===== config.mk =====
export PLATFORM = sky130hd
export DESIGN_NAME = fetch_unit_flat
export DESIGN_NICKNAME = d
export VERILOG_FILES = /design/src/rtl/fetch_unit_pkg.sv /design/src/rtl/fetch_unit_if.sv /design/src/rtl/fetch_watchdog.sv /design/src/rtl/fetch_unit.sv /design/src/flat_wrapper.sv
export SDC_FILE = /design/constraint.sdc
export NUM_CORES = 1
export LEC_CHECK = 0
export BUFFER_PORTS_ARGS = -buffer_cell sky130_fd_sc_hd__buf_2
export CELL_PAD_IN_SITES_DETAIL_PLACEMENT = 1
export CELL_PAD_IN_SITES_GLOBAL_PLACEMENT = 1
export CORE_ASPECT_RATIO = 2
export CORE_MARGIN = 1
export CORE_UTILIZATION = 37
export CTS_CLUSTER_SIZE = 16
export DETAILED_ROUTE_END_ITERATION = 7
export PLACE_DENSITY = 0.89
export SLEW_MARGIN = 20
export SYNTH_ARGS = -nofsm -noshare
export SYNTH_HDL_FRONTEND = slang
export SYNTH_SLANG_ARGS = --single-unit

===== constraint.sdc =====
create_clock -name clk -period 2.4 [get_ports clk]
set_clock_uncertainty 0.15 [all_clocks]
set_input_delay 0.12 -clock clk [delete_from_list [all_inputs] [get_ports clk]]
set_output_delay 0.12 -clock clk [all_outputs]
set_load 0.01 [all_outputs]

===== src/rtl/fetch_unit_pkg.sv =====
// ============================================================================
// fetch_unit_pkg : global controller state encodings and shared constants
// Rev 1.0
// ============================================================================
`default_nettype none

package fetch_unit_pkg;

  localparam logic [2:0] STATE_IF  = 3'd0;
  localparam logic [2:0] STATE_ID  = 3'd1;
  localparam logic [2:0] STATE_EX  = 3'd2;
  localparam logic [2:0] STATE_MEM = 3'd3;
  localparam logic [2:0] STATE_WB  = 3'd4;

  // sll $0,$0,0
  localparam logic [31:0] FETCH_NOP_WORD = 32'h0000_0000;

endpackage

`default_nettype wire


===== src/rtl/fetch_unit_if.sv =====
// ============================================================================
// fetch_unit_if : instruction-memory req/ready handshake bundle
// Rev 1.0
// ============================================================================
`default_nettype none

interface fetch_unit_if;
  logic        req;
  logic [31:0] addr;
  logic        ready;
  logic [31:0] rdata;

  modport master (output req, output addr, input ready, input rdata);
  modport slave  (input req, input addr, output ready, output rdata);
endinterface

`default_nettype wire


===== src/rtl/fetch_watchdog.sv =====
// ============================================================================
// fetch_watchdog : counts cycles spent waiting in REQ, flags expiry
// Rev 1.0
// ============================================================================
`default_nettype none

module fetch_watchdog #(
  parameter int unsigned TIMEOUT_CYCLES = 16
) (
  input  wire logic clk,
  input  wire logic rst_n,
  input  wire logic run_i,
  output logic      expired_o
);

  localparam int unsigned CNT_W = $clog2(TIMEOUT_CYCLES + 1);

  logic [CNT_W-1:0] cnt_q;
  logic [CNT_W-1:0] cnt_d;

  always_comb begin
    cnt_d = '0;
    if (run_i) cnt_d = cnt_q + 1'b1;
  end

  always_ff @(posedge clk or negedge rst_n) begin
    if (!rst_n) cnt_q <= '0;
    else        cnt_q <= cnt_d;
  end

  // Fires during the TIMEOUT_CYCLES-th waiting cycle so the fetch gives up at its end.
  assign expired_o = run_i && (cnt_q == CNT_W'(TIMEOUT_CYCLES - 1));

endmodule

`default_nettype wire


===== src/rtl/fetch_unit.sv =====
// ============================================================================
// fetch_unit : IF stage - owns the PC, fetches one word per STATE_IF visit.
// Optional watchdog enabled by `define FETCH_TIMEOUT_EN.   Rev 1.0
// ============================================================================
`default_nettype none

module fetch_unit
  import fetch_unit_pkg::*;
#(
  parameter logic [31:0] RESET_PC       = 32'h0000_0000,
  parameter logic [31:0] NOP_WORD       = FETCH_NOP_WORD,
  parameter int unsigned TIMEOUT_CYCLES = 16
) (
  input  wire logic        clk,
  input  wire logic        rst_n,
  input  wire logic [2:0]  state_i,
  input  wire logic        pc_load_i,
  input  wire logic [31:0] pc_next_i,
  fetch_unit_if.master     imem,
  output logic [31:0]      instruction_o,
  output logic [31:0]      pc_o,
  output logic [31:0]      pc_plus4_o,
  output logic             fetch_done_o,
  output logic             fetch_fault_o
);

  typedef enum logic [1:0] {
    FS_IDLE = 2'd0,
    FS_REQ  = 2'd1,
    FS_DONE = 2'd2
  } fetch_state_t;

  fetch_state_t fsm_q, fsm_d;
  logic [31:0]  pc_q, pc_d;
  logic [31:0]  addr_q, addr_d;
  logic         req_q, req_d;
  logic [31:0]  instr_q, instr_d;
  logic [31:0]  pc4_q, pc4_d;
  logic         done_q, done_d;

`ifdef FETCH_TIMEOUT_EN
  logic fault_q, fault_d;
  logic w_expired;

  fetch_watchdog #(
    .TIMEOUT_CYCLES (TIMEOUT_CYCLES)
  ) u_watchdog (
    .clk       (clk),
    .rst_n     (rst_n),
    .run_i     (fsm_q == FS_REQ),
    .expired_o (w_expired)
  );
`endif

  always_comb begin
    fsm_d   = fsm_q;
    pc_d    = pc_q;
    addr_d  = addr_q;
    req_d   = req_q;
    instr_d = instr_q;
    pc4_d   = pc4_q;
    done_d  = 1'b0;
`ifdef FETCH_TIMEOUT_EN
    fault_d = fault_q;
`endif
    case (fsm_q)
      FS_IDLE: begin
        if (state_i == STATE_IF) begin
          addr_d  = pc_q;
          req_d   = 1'b1;
`ifdef FETCH_TIMEOUT_EN
          fault_d = 1'b0;
`endif
          fsm_d   = FS_REQ;
        end
      end
      FS_REQ: begin
        // The handshake runs to completion even if the controller leaves STATE_IF.
        if (imem.ready) begin
          instr_d = imem.rdata;
          pc4_d   = addr_q + 32'd4;
          pc_d    = addr_q + 32'd4;
          req_d   = 1'b0;
          done_d  = 1'b1;
          fsm_d   = FS_DONE;
        end
`ifdef FETCH_TIMEOUT_EN
        else if (w_expired) begin
          instr_d = NOP_WORD;
          req_d   = 1'b0;
          done_d  = 1'b1;
          fault_d = 1'b1;
          fsm_d   = FS_DONE;
        end
`endif
      end
      FS_DONE: begin
        // Wait for the controller to leave STATE_IF so a lingering IF never refetches.
        if (state_i != STATE_IF) fsm_d = FS_IDLE;
      end
      default: fsm_d = FS_IDLE;
    endcase
    // A redirect overrides the post-capture increment.
    if (pc_load_i) pc_d = pc_next_i & ~32'h3;
  end

  always_ff @(posedge clk or negedge rst_n) begin
    if (!rst_n) begin
      fsm_q   <= FS_IDLE;
      pc_q    <= RESET_PC;
      addr_q  <= 32'h0;
      req_q   <= 1'b0;
      instr_q <= NOP_WORD;
      pc4_q   <= RESET_PC;
      done_q  <= 1'b0;
    end else begin
      fsm_q   <= fsm_d;
      pc_q    <= pc_d;
      addr_q  <= addr_d;
      req_q   <= req_d;
      instr_q <= instr_d;
      pc4_q   <= pc4_d;
      done_q  <= done_d;
    end
  end

`ifdef FETCH_TIMEOUT_EN
  always_ff @(posedge clk or negedge rst_n) begin
    if (!rst_n) fault_q <= 1'b0;
    else        fault_q <= fault_d;
  end
  assign fetch_fault_o = fault_q;
`else
  assign fetch_fault_o = 1'b0;
`endif

  assign imem.req      = req_q;
  assign imem.addr     = addr_q;
  assign instruction_o = instr_q;
  assign pc_o          = pc_q;
  assign pc_plus4_o    = pc4_q;
  assign fetch_done_o  = done_q;

endmodule

`default_nettype wire

===== src/flat_wrapper.sv =====
// flat-port wrapper written by rule: the top's interface ports become plain ports
module fetch_unit_flat import fetch_unit_pkg::*;
#(
  parameter logic [31:0] RESET_PC       = 32'h0000_0000,
  parameter logic [31:0] NOP_WORD       = FETCH_NOP_WORD,
  parameter int unsigned TIMEOUT_CYCLES = 16
)
  (clk, rst_n, state_i, pc_load_i, pc_next_i, instruction_o, pc_o, pc_plus4_o, fetch_done_o, fetch_fault_o, imem_req, imem_addr, imem_ready, imem_rdata);
  fetch_unit_if imem_i ();
  input  wire logic clk;
  input  wire logic rst_n;
  input  wire logic [2:0] state_i;
  input  wire logic pc_load_i;
  input  wire logic [31:0] pc_next_i;
  output logic [31:0] instruction_o;
  output logic [31:0] pc_o;
  output logic [31:0] pc_plus4_o;
  output logic fetch_done_o;
  output logic fetch_fault_o;
  output wire logic [$bits(imem_i.req)-1:0] imem_req;
  output wire logic [$bits(imem_i.addr)-1:0] imem_addr;
  input wire logic [$bits(imem_i.ready)-1:0] imem_ready;
  input wire logic [$bits(imem_i.rdata)-1:0] imem_rdata;
  assign imem_req = imem_i.req;
  assign imem_addr = imem_i.addr;
  assign imem_i.ready = imem_ready;
  assign imem_i.rdata = imem_rdata;
  fetch_unit #(.RESET_PC(RESET_PC), .NOP_WORD(NOP_WORD), .TIMEOUT_CYCLES(TIMEOUT_CYCLES)) u_core (.clk(clk), .rst_n(rst_n), .state_i(state_i), .pc_load_i(pc_load_i), .pc_next_i(pc_next_i), .imem(imem_i), .instruction_o(instruction_o), .pc_o(pc_o), .pc_plus4_o(pc_plus4_o), .fetch_done_o(fetch_done_o), .fetch_fault_o(fetch_fault_o));
endmodule

==> run_results.csv, run 1 <==
group,metric,value,unit
critical_path,crit_end,"u_core.pc_o[30]",
critical_path,start_kind,"flop",
clock_network,cts_setup_buffers,0,
power_and_ir_drop,p_int,5.81,mW
synth,synth_nets,657,
clock_network,cts_tree,"done",
global_routing,track_usage,26.5,%
critical_path,r2r_slack,0.14,ns
route,viasPerCell,5.21,
synth,async_flop_share,100,%
sta,relSlewSlack,51.7,%
outcome,status,"finished, final reports clean",
clock_network,numCtsBuffers,17,
critical_path,cp.arrival,2.37,ns
critical_path,required,2.52,ns
synth,synth.cell_area,5780,µm²
synth,synth-seq-cells,132,
place,post-dp-hpwl,14100,µm
critical_path,r2r-end,"u_core.pc_o[30]",
critical_path,crit_type,"reg2reg",
die,dieArea,16200,µm²
route,wl,21100,µm
global_routing,grt_pass1_wl,32700,µm
route,wl_per_cell,19.6,µm
sta,holdWs,0.0860,ns
place,routabilityCongestion,0.903,
worst_hold_path,min_path_type,"in2async",
global_routing,grt_start_max_net_pins,85,
sta,hold_violations,0,
synth,ys.flop_type,"dfrtp_1",
global_routing,grt_pass1_vias,6190,
sta,drv_slew,0,
final_layout,nets,938,
power_and_ir_drop,irDropWorstVdd,568,µV
power_and_ir_drop,switching_share,33.4,%
power_and_ir_drop,clockPowerShare,32.9,%
place,placed_area,7170,µm²
place,io_buffers,198,
clock_network,htreeDepth,4,
critical_path,timing.rr.start,"u_core.imem.addr[2]",
critical_path,cp-startpoint,"u_core.imem.addr[2]",
global_routing,overflow,0,
power_and_ir_drop,design_power_total,8.73,mW
synth,synth-edff-count,0,
route,drc,0,
synth,netlist_instances,585,
final_layout,n_fill_cell,1746,
sta,timing.final.crit_share,94.1,%
synth,yosysWarnings,0,
die,die_h,179,µm
die,initial_utilization,37.8,%
clock_network,cts_max_path_buffers,2,
power_and_ir_drop,combPwrFrac,29.4,%
critical_path,reg2reg_depth,6,
critical_path,crit_path_end_kind,"flop",
critical_path,critPathMaxFanout,6,
global_routing,antenna_found_initial,0,
synth,yosysUniqueCellTypes,47,
synth,syn_area_per_cell,9.88,µm²
final_layout,final_layout_size_suffix_gt1_share,35.0,%
route,drt_iter0_markers,133,
sta,setup_tns,0,ns
synth,yosysSeqAreaShare,57.2,%
route,ant_nets,0,
final_layout,n_antenna_cell,0,
die,die_w,90.4,µm
power_and_ir_drop,switchingPower,2.91,mW
die,core-area,15300,µm²
sta,fmax,0.443,GHz
route,vias,5602,
final_layout,area_growth,47.3,%
final_layout,stdcell_area,8510,µm²
die,top_level_ports,202,
clock_network,clk_pin_slew,0.06,ns
power_and_ir_drop,leakage,4.21,nW
clock_network,clock_sink_count,132,
sta,worst_pin_slew,0.724,ns
route,drt_first_pass_iters,4,
clock_network,clk_latency,0.42,ns
flow_run,drv_cap,0,
clock_network,clockRootBuffer,"clkbuf_16",
sta,min_period,2.26,ns
power_and_ir_drop,seq_power_share,37.7,%
sta,setup_violations,0,
power_and_ir_drop,p_per_area,1030,nW/µm²
die,rows,64,
## power by group through the flow
stage / logic (mW) / registers [mW] / clock network [mW]
2_1_floorplan: 0.801 / 3.62 / 0
3_3_place_gp: 2.34 / 3.28 / 0
3_5_place_dp: 2.43 / 3.31 / 0
4_1_cts: 2.54 / 3.28 / 2.91
5_1_grt: 2.77 / 3.38 / 3.00
6_report: 2.56 / 3.29 / 2.87
## metrics by stage
stage	utilization, %	instances	worst slack, ns
global placement	46.9	978	0.172
finish	55.6	1075	0.142
detailed placement	46.9	978	0.0371
CTS	55.5	1075	0.0148
global route	55.6	1075	-0.00198
floorplan	-	585	0.260
## sequential cells by signal (all words and copies together) (netlist names)
| name | count |
|---|---|
| u_core.fetch_done_o | 1 |
| u_core.fsm_q | 2 |
| u_core.imem.addr | 32 |
| u_core.imem.req | 1 |
| u_core.instruction_o | 32 |
| u_core.pc_o | 32 |
| u_core.pc_plus4_o | 32 |
## critical path: stages, from the launching register on
cell,delay [ns]
dfrtp_1,0.43
ha_2,0.25
and4_2,0.33
nand2_1,0.12
nor4_1,0.45
xnor2_1,0.22
o221ai_1,0.15
## how the worst min path moves through the flow
stage	slack, ns	from	endpoint	cells past startpoint
after floorplan	-0.33	rst_n	u_core.fetch_done_o	0
after global placement	-0.03	rst_n	u_core.pc_plus4_o[31]	1
after detailed placement	-0.02	rst_n	u_core.pc_plus4_o[21]	1
after CTS	0.10	rst_n	u_core.pc_plus4_o[13]	2
after global routing	0.13	rst_n	u_core.pc_plus4_o[23]	2
final	0.09	rst_n	u_core.pc_plus4_o[23]	2
## layer usage
| metal | global-route usage, % | wire [µm] |
|---|---|---|
| met5 | 0 | 0 |
| met4 | 12.9 | 859 |
| met3 | 5.00 | 763 |
| met2 | 52.2 | 12100 |
| met1 | 26.0 | 7310 |
## placed cells by master, fill, tap and decap left out, drive strengths merged, types with 6 or more instances in the layout
cell         Yosys  routed
nor4            13      13
dlygate4sd3      0      67
o221ai           6       6
xnor2           14      14
nand4           11      11
o31ai           12      12
dfrtp          132     132
mux2            30      30
clkbuf          21      18
a21o             7       7
o21ai           20      20
nor3             7       7
xor2             7       7
a21oi           14      14
nand3           12      12
buf             14     230
nor2            61      61
nand2          159     159
## synth_stat cells (all sizes together) (12+ instances only)
cell / instances / share of area, %
nand2: 159 / 10
dfrtp: 132 / 57
nor2: 61 / 4.0
mux2: 30 / 5.8
clkbuf: 21 / 1.4
o21ai: 20 / 1.7
a21oi: 14 / 1.2
buf: 14 / 1.2
xnor2: 14 / 2.1
nor4: 13 / 1.9
nand3: 12 / 1.2
o31ai: 12 / 1.6
## kinds of logic after synthesis
family | count (synthesis) | share of synthesized area (%)
AND/OR/NAND/NOR | 286 | 22.1
flip-flops | 132 | 57.2
AO/OA/AOI/OAI | 73 | 8.27
buffers and inverters | 39 | 2.84
multiplexers | 32 | 6.19
XOR/XNOR | 21 | 3.18
adder cells (fa/ha/maj) | 1 | 0.217
other | 1 | 0.0649
## final cells by class
class	count	area [µm²]	area share (%)
clock buffer	18	439	5.16
clock inverter	12	206	2.43
inverter	4	16.3	0.191
multi-input combinational	414	2340	27.5
sequential	132	3300	38.8
tap	198	248	2.91
timing repair buffer	297	1960	23.0
## what timing repair did
item,in CTS,in global routing
endpoints found under the hold margin,154,0
endpoints found under the setup margin,0,10
hold buffers,67,0
resized for setup,0,6
Note: power is estimated with default switching activity, not from simulation.
==> inputs of run 2 (changes only) <==
--- a/constraint.sdc
+++ b/constraint.sdc
@@ -3,3 +3,3 @@
 set_input_delay 0.12 -clock clk [delete_from_list [all_inputs] [get_ports clk]]
 set_output_delay 0.12 -clock clk [all_outputs]
-set_load 0.01 [all_outputs]
+set_load 0.1 [all_outputs]
==> run 2 against run 1 <==
  * Clock-buffer cell count grew 1
  * Flip-flop and latch count unchanged
  * Critical path depth unchanged
  * Clock power is 2% lower
  * Worst setup slack got worse by 0.058 ns
  * Sequential share of layout area grew 0.68 points
  * Total power is 49% higher
  * Critical path type unchanged
  * Largest cell class unchanged
  * Largest power group is now combinational logic
==> run_results.csv, run 2 (same netlist as run 1, synthesis figures left out) <==
group,metric,value,unit
power_and_ir_drop,switching_share,56.3,%
sta,relSlewSlack,63.8,%
sta,worst_slack,0.0843,ns
power_and_ir_drop,p_int,5.68,mW
critical_path,critPathMaxFanout,7,
global_routing,grt_pass1_wl,34800,µm
die,die_w,90.4,µm
route,wl_per_cell,20.8,µm
critical_path,crit_type,"reg2reg",
place,place_ws,0.104,ns
clock_network,clockRootBuffer,"clkbuf_16",
critical_path,crit_path_end_kind,"flop",
clock_network,clock_sink_count,132,
power_and_ir_drop,leakage,4.14,nW
sta,setup_violations,0,
place,routabilityCongestion,0.816,
worst_hold_path,min_path_type,"in2async",
die,die_h,179,µm
clock_network,htreeDepth,4,
sta,drv_slew,0,
die,rows,64,
final_layout,final_cell_mix,"buf_2, nand2_1, dfrtp_1",
place,post-dp-hpwl,13700,µm
power_and_ir_drop,p_per_area,1530,nW/µm²
final_layout,mostFrequentLayoutCell,"buf_2",
sta,timing.final.crit_share,96.5,%
place,placed_area,7150,µm²
sta,fmax,0.432,GHz
global_routing,grtUsageMet3,5.17,%
outcome,status,"finished, final reports clean",
route,ant_nets,0,
critical_path,reg2reg_depth,6,
critical_path,cp.arrival,2.54,ns
power_and_ir_drop,switchingPower,7.30,mW
global_routing,grt_start_max_net_pins,85,
clock_network,numCtsBuffers,17,
global_routing,use_met2,54.1,%
global_routing,busiest_layer,"met2",
final_layout,nets,930,
flow_run,drv_cap,0,
critical_path,required,2.62,ns
route,vias,5649,
clock_network,clk_pin_slew,0.06,ns
route,wl,22200,µm
sta,hold_violations,0,
die,initial_utilization,37.8,%
clock_network,cts_tree,"done",
final_layout,area_growth,46.4,%
power_and_ir_drop,combPwrFrac,51.9,%
route,drt_first_pass_iters,4,
clock_network,clk_latency,0.43,ns
final_layout,final_layout_size_suffix_gt1_share,36.7,%
sta,worst_pin_slew,0.546,ns
sta,holdWs,0.0236,ns
global_routing,track_usage,28.7,%
final_layout,stdcell_area,8460,µm²
clock_network,cts_max_path_buffers,2,
global_routing,grt_pass1_vias,6309,
global_routing,antenna_found_initial,1,
die,core-area,15300,µm²
route,viasPerCell,5.28,
place,io_buffers,198,
route,drc,0,
die,dieArea,16200,µm²
die,top_level_ports,202,
power_and_ir_drop,seq_power_share,26.5,%
critical_path,start_kind,"flop",
global_routing,overflow,0,
power_and_ir_drop,clockPowerShare,21.6,%
route,drt_iter0_markers,162,
final_layout,n_fill_cell,1742,
global_routing,use_met1,28.4,%
power_and_ir_drop,design_power_total,13.0,mW
power_and_ir_drop,irDropWorstVdd,985,µV
sta,min_period,2.32,ns
## run 2: cell count changes in the layout (fill, tap and decap cells not counted), moves of 2 or more
| cell | delta |
|---|---|
| clkinv_2 | +2 |
| dfrtp_2 | +20 |
| dfrtp_1 | -23 |
| dfrtp_4 | +3 |
| buf_4 | -8 |
## run 2: layout make-up
class	count	area, µm²	share of cell area [%]
antenna	1	2.50	0.0296
clock inverter	13	183	2.16
sequential	132	3340	39.5
tap	198	248	2.93
inverter	4	15.0	0.178
multi-input combinational	414	2330	27.5
timing repair buffer	289	1900	22.4
clock buffer	19	443	5.24
## run 2: worst paths after layout
check / start / end / slack (ns)
min: rst_n / u_core.pc_plus4_o[18] / 0.02
min reg2reg: u_core.instruction_o[22] / u_core.instruction_o[22] / 0.32
max reg2reg: u_core.imem.addr[2] / u_core.pc_o[20] / 0.08
min in group clk: pc_load_i / u_core.pc_o[6] / 0.05
max in group asynchronous: rst_n / u_core.imem.addr[19] / 1.42
max: u_core.imem.addr[2] / u_core.pc_o[20] / 0.08
## run 2: stage by stage
step	cells	TNS (ns)	utilization (%)
6_report	1070	0	55.3
5_1_grt	1070	-0.00520	55.3
4_1_cts	1069	0	55.2
3_5_place_dp	970	0	46.7
3_3_place_gp	970	0	46.7
2_1_floorplan	585	0	-
## run 2: power groups by stage
stage / Clock, mW / Combinational, mW / Sequential, mW
6_report: 2.80 / 6.74 / 3.44
5_1_grt: 2.92 / 6.94 / 3.52
4_1_cts: 2.82 / 6.69 / 3.40
3_5_place_dp: 0 / 6.58 / 3.41
3_3_place_gp: 0 / 6.50 / 3.37
2_1_floorplan: 0 / 0.823 / 7.85
## run 2: layer usage
layer	wire length, µm	up-vias
li1	-	2539
met1	7650	2817
met2	12500	211
met3	805	82
met4	1300	0
met5	0	-
## run 2: critical path: stages, from the launching register on
cell      delay, ns
dfrtp_4        0.47
ha_1           0.28
and4_2         0.33
nand4_1        0.23
or3_1          0.40
a311oi_1       0.29
a21o_1         0.11
## run 2: repair_timing
item / in CTS / in global routing
hold endpoints to repair: 196 / 0
hold buffers: 67 / 0
resized for setup: 0 / 3
buffers inserted: 0 / 0
endpoints found under the setup margin: 0 / 4
==> inputs of run 3 (changes only) <==
Settings changed: HOLD_SLACK_MARGIN from default to 0.15, SKIP_LAST_GASP from default to 1.
==> run 3 against run 2 <==
  * Sequential share of layout area is 0.45 points lower
  * Clock power hardly changed
  * First-iteration DRC count up 22%
  * Highest routed layer unchanged
==> run_results.csv, run 3 (same netlist as run 1, synthesis figures left out) <==
group,metric,value,unit
outcome,status,"finished, final reports clean",
die,die_w,90.4,µm
final_layout,area_growth,48.1,%
critical_path,critPathMaxFanout,7,
die,initial_utilization,37.8,%
route,drt_iter0_markers,198,
route,vias,5726,
global_routing,grt_pass1_wl,35500,µm
place,place_ws,0.104,ns
critical_path,reg2reg_depth,6,
place,io_buffers,198,
global_routing,track_usage,29.3,%
critical_path,start_kind,"flop",
route,drt_first_pass_iters,4,
power_and_ir_drop,irDropWorstVdd,987,µV
critical_path,r2r_slack,0.08,ns
global_routing,overflow,0,
power_and_ir_drop,leakage,4.18,nW
route,wl,22700,µm
critical_path,cp.arrival,2.54,ns
worst_hold_path,whs_endpoint,"u_core.instruction_o[10]",
final_layout,mostFrequentLayoutCell,"buf_2",
clock_network,cts_setup_buffers,0,
sta,setup_tns,0,ns
critical_path,cp_slowest_cell,"dfrtp_4",
die,top_level_ports,202,
critical_path,required,2.62,ns
die,rows,64,
sta,setup_violations,0,
clock_network,clk_pin_slew,0.06,ns
critical_path,crit_path_end_kind,"flop",
worst_hold_path,min_path_type,"in2reg",
final_layout,final_layout_size_suffix_gt1_share,36.5,%
clock_network,clk_latency,0.43,ns
global_routing,grt_pass1_vias,6399,
clock_network,clock_sink_count,132,
sta,relSlewSlack,64.4,%
global_routing,antenna_found_initial,1,
sta,worst_pin_slew,0.537,ns
worst_hold_path,hold_depth,4,
sta,timing.final.crit_share,96.7,%
route,wl_per_cell,21.0,µm
clock_network,cts_tree,"done",
clock_network,htreeDepth,4,
sta,min_period,2.32,ns
critical_path,crit_type,"reg2reg",
route,ant_nets,0,
die,core-area,15300,µm²
route,drc,0,
critical_path,r2r-end,"u_core.pc_o[20]",
sta,worst_slack,0.0780,ns
place,routabilityCongestion,0.816,
clock_network,numCtsBuffers,17,
clock_network,clockRootBuffer,"clkbuf_16",
clock_network,cts_max_path_buffers,2,
place,post-dp-hpwl,13700,µm
global_routing,grt_start_max_net_pins,85,
final_layout,final_cell_mix,"buf_2, nand2_1, dfrtp_1",
flow_run,drv_cap,0,
worst_hold_path,min_from,"imem_rdata[10]",
critical_path,timing.rr.start,"u_core.imem.addr[2]",
sta,fmax,0.431,GHz
sta,drv_slew,0,
die,dieArea,16200,µm²
die,die_h,179,µm
power_and_ir_drop,p_per_area,1520,nW/µm²
critical_path,cpPeakStageDelay,0.48,ns
sta,hold_violations,0,
final_layout,nets,938,
critical_path,crit_chain,"ha_1 > and4_2 > nand4_1 > or3_1 > a311oi_1 > a21o_1",
route,viasPerCell,5.31,
==> run 3: changes by cell type in the layout (fill, tap and decap cells not counted) <==
cell           delta
buf_4             -1
buf_12            +1
dlygate4sd3_1     +7
buf_8             +1
==> run 3: worst max path at each step <==
stage,startpoint,endpoint,slack [ns],depth (start not counted)
final,u_core.imem.addr[2],u_core.pc_o[20],0.08,6
after global routing,u_core.imem.addr[2],u_core.pc_o[20],-0.001,6
after CTS,u_core.fsm_q[1],u_core.pc_o[3],0.02,7
after detailed placement,u_core.imem.addr[2],u_core.pc_o[20],0.10,6
after global placement,u_core.imem.addr[9],u_core.pc_o[25],0.17,5
after floorplan,u_core.imem.addr[16],u_core.pc_o[27],0.0009,7
==> run 3: worst max-delay path: cells and delay by family, from the launching register on <==
kind	cells	cell delay (ns)
fa+ha+maj	1	0.28
simple gates	3	0.97
compound gates	2	0.40
flops	1	0.48
==> run 3: layer usage <==
metal	track usage (%)	up-vias	part of all wire, %
li1	-	2551	-
met1	29.0	2881	34
met2	55.5	215	57
met3	5.17	79	3.6
met4	19.2	0	5.7
met5	0	-	0
==> run 3: cell type report <==
cell class	instances	area, µm²
antenna	1	2.50
clock buffer	19	443
clock inverter	13	183
fill	1744	6740
inverter	4	15.0
multi-input combinational	414	2330
sequential	132	3340
tap	198	248
timing repair buffer	297	2000
==> run 3: repair_timing <==
item / in CTS / in global routing
endpoints found under the setup margin: 0 / 7
endpoints found under the hold margin: 196 / 0
resized for setup: 0 / 5
hold buffers: 75 / 0
==> run 3: power breakdown <==
group	switching (mW)	internal, mW
registers	0.572	2.87
clock network	1.04	1.76
logic	5.70	1.06
total	7.31	5.69
==> run 3: per-stage QoR <==
step,cell area (µm²),power (mW),std cells,util (%),hold slack [ns]
2_1_floorplan,5810,8.68,585,-,-0.326
3_3_place_gp,7150,9.87,970,46.7,-0.0909
3_5_place_dp,7150,9.99,970,46.7,-0.0878
4_1_cts,8530,12.9,1077,55.8,0.251
5_1_grt,8550,13.4,1078,55.9,0.287
6_report,8550,13.0,1078,55.9,0.269
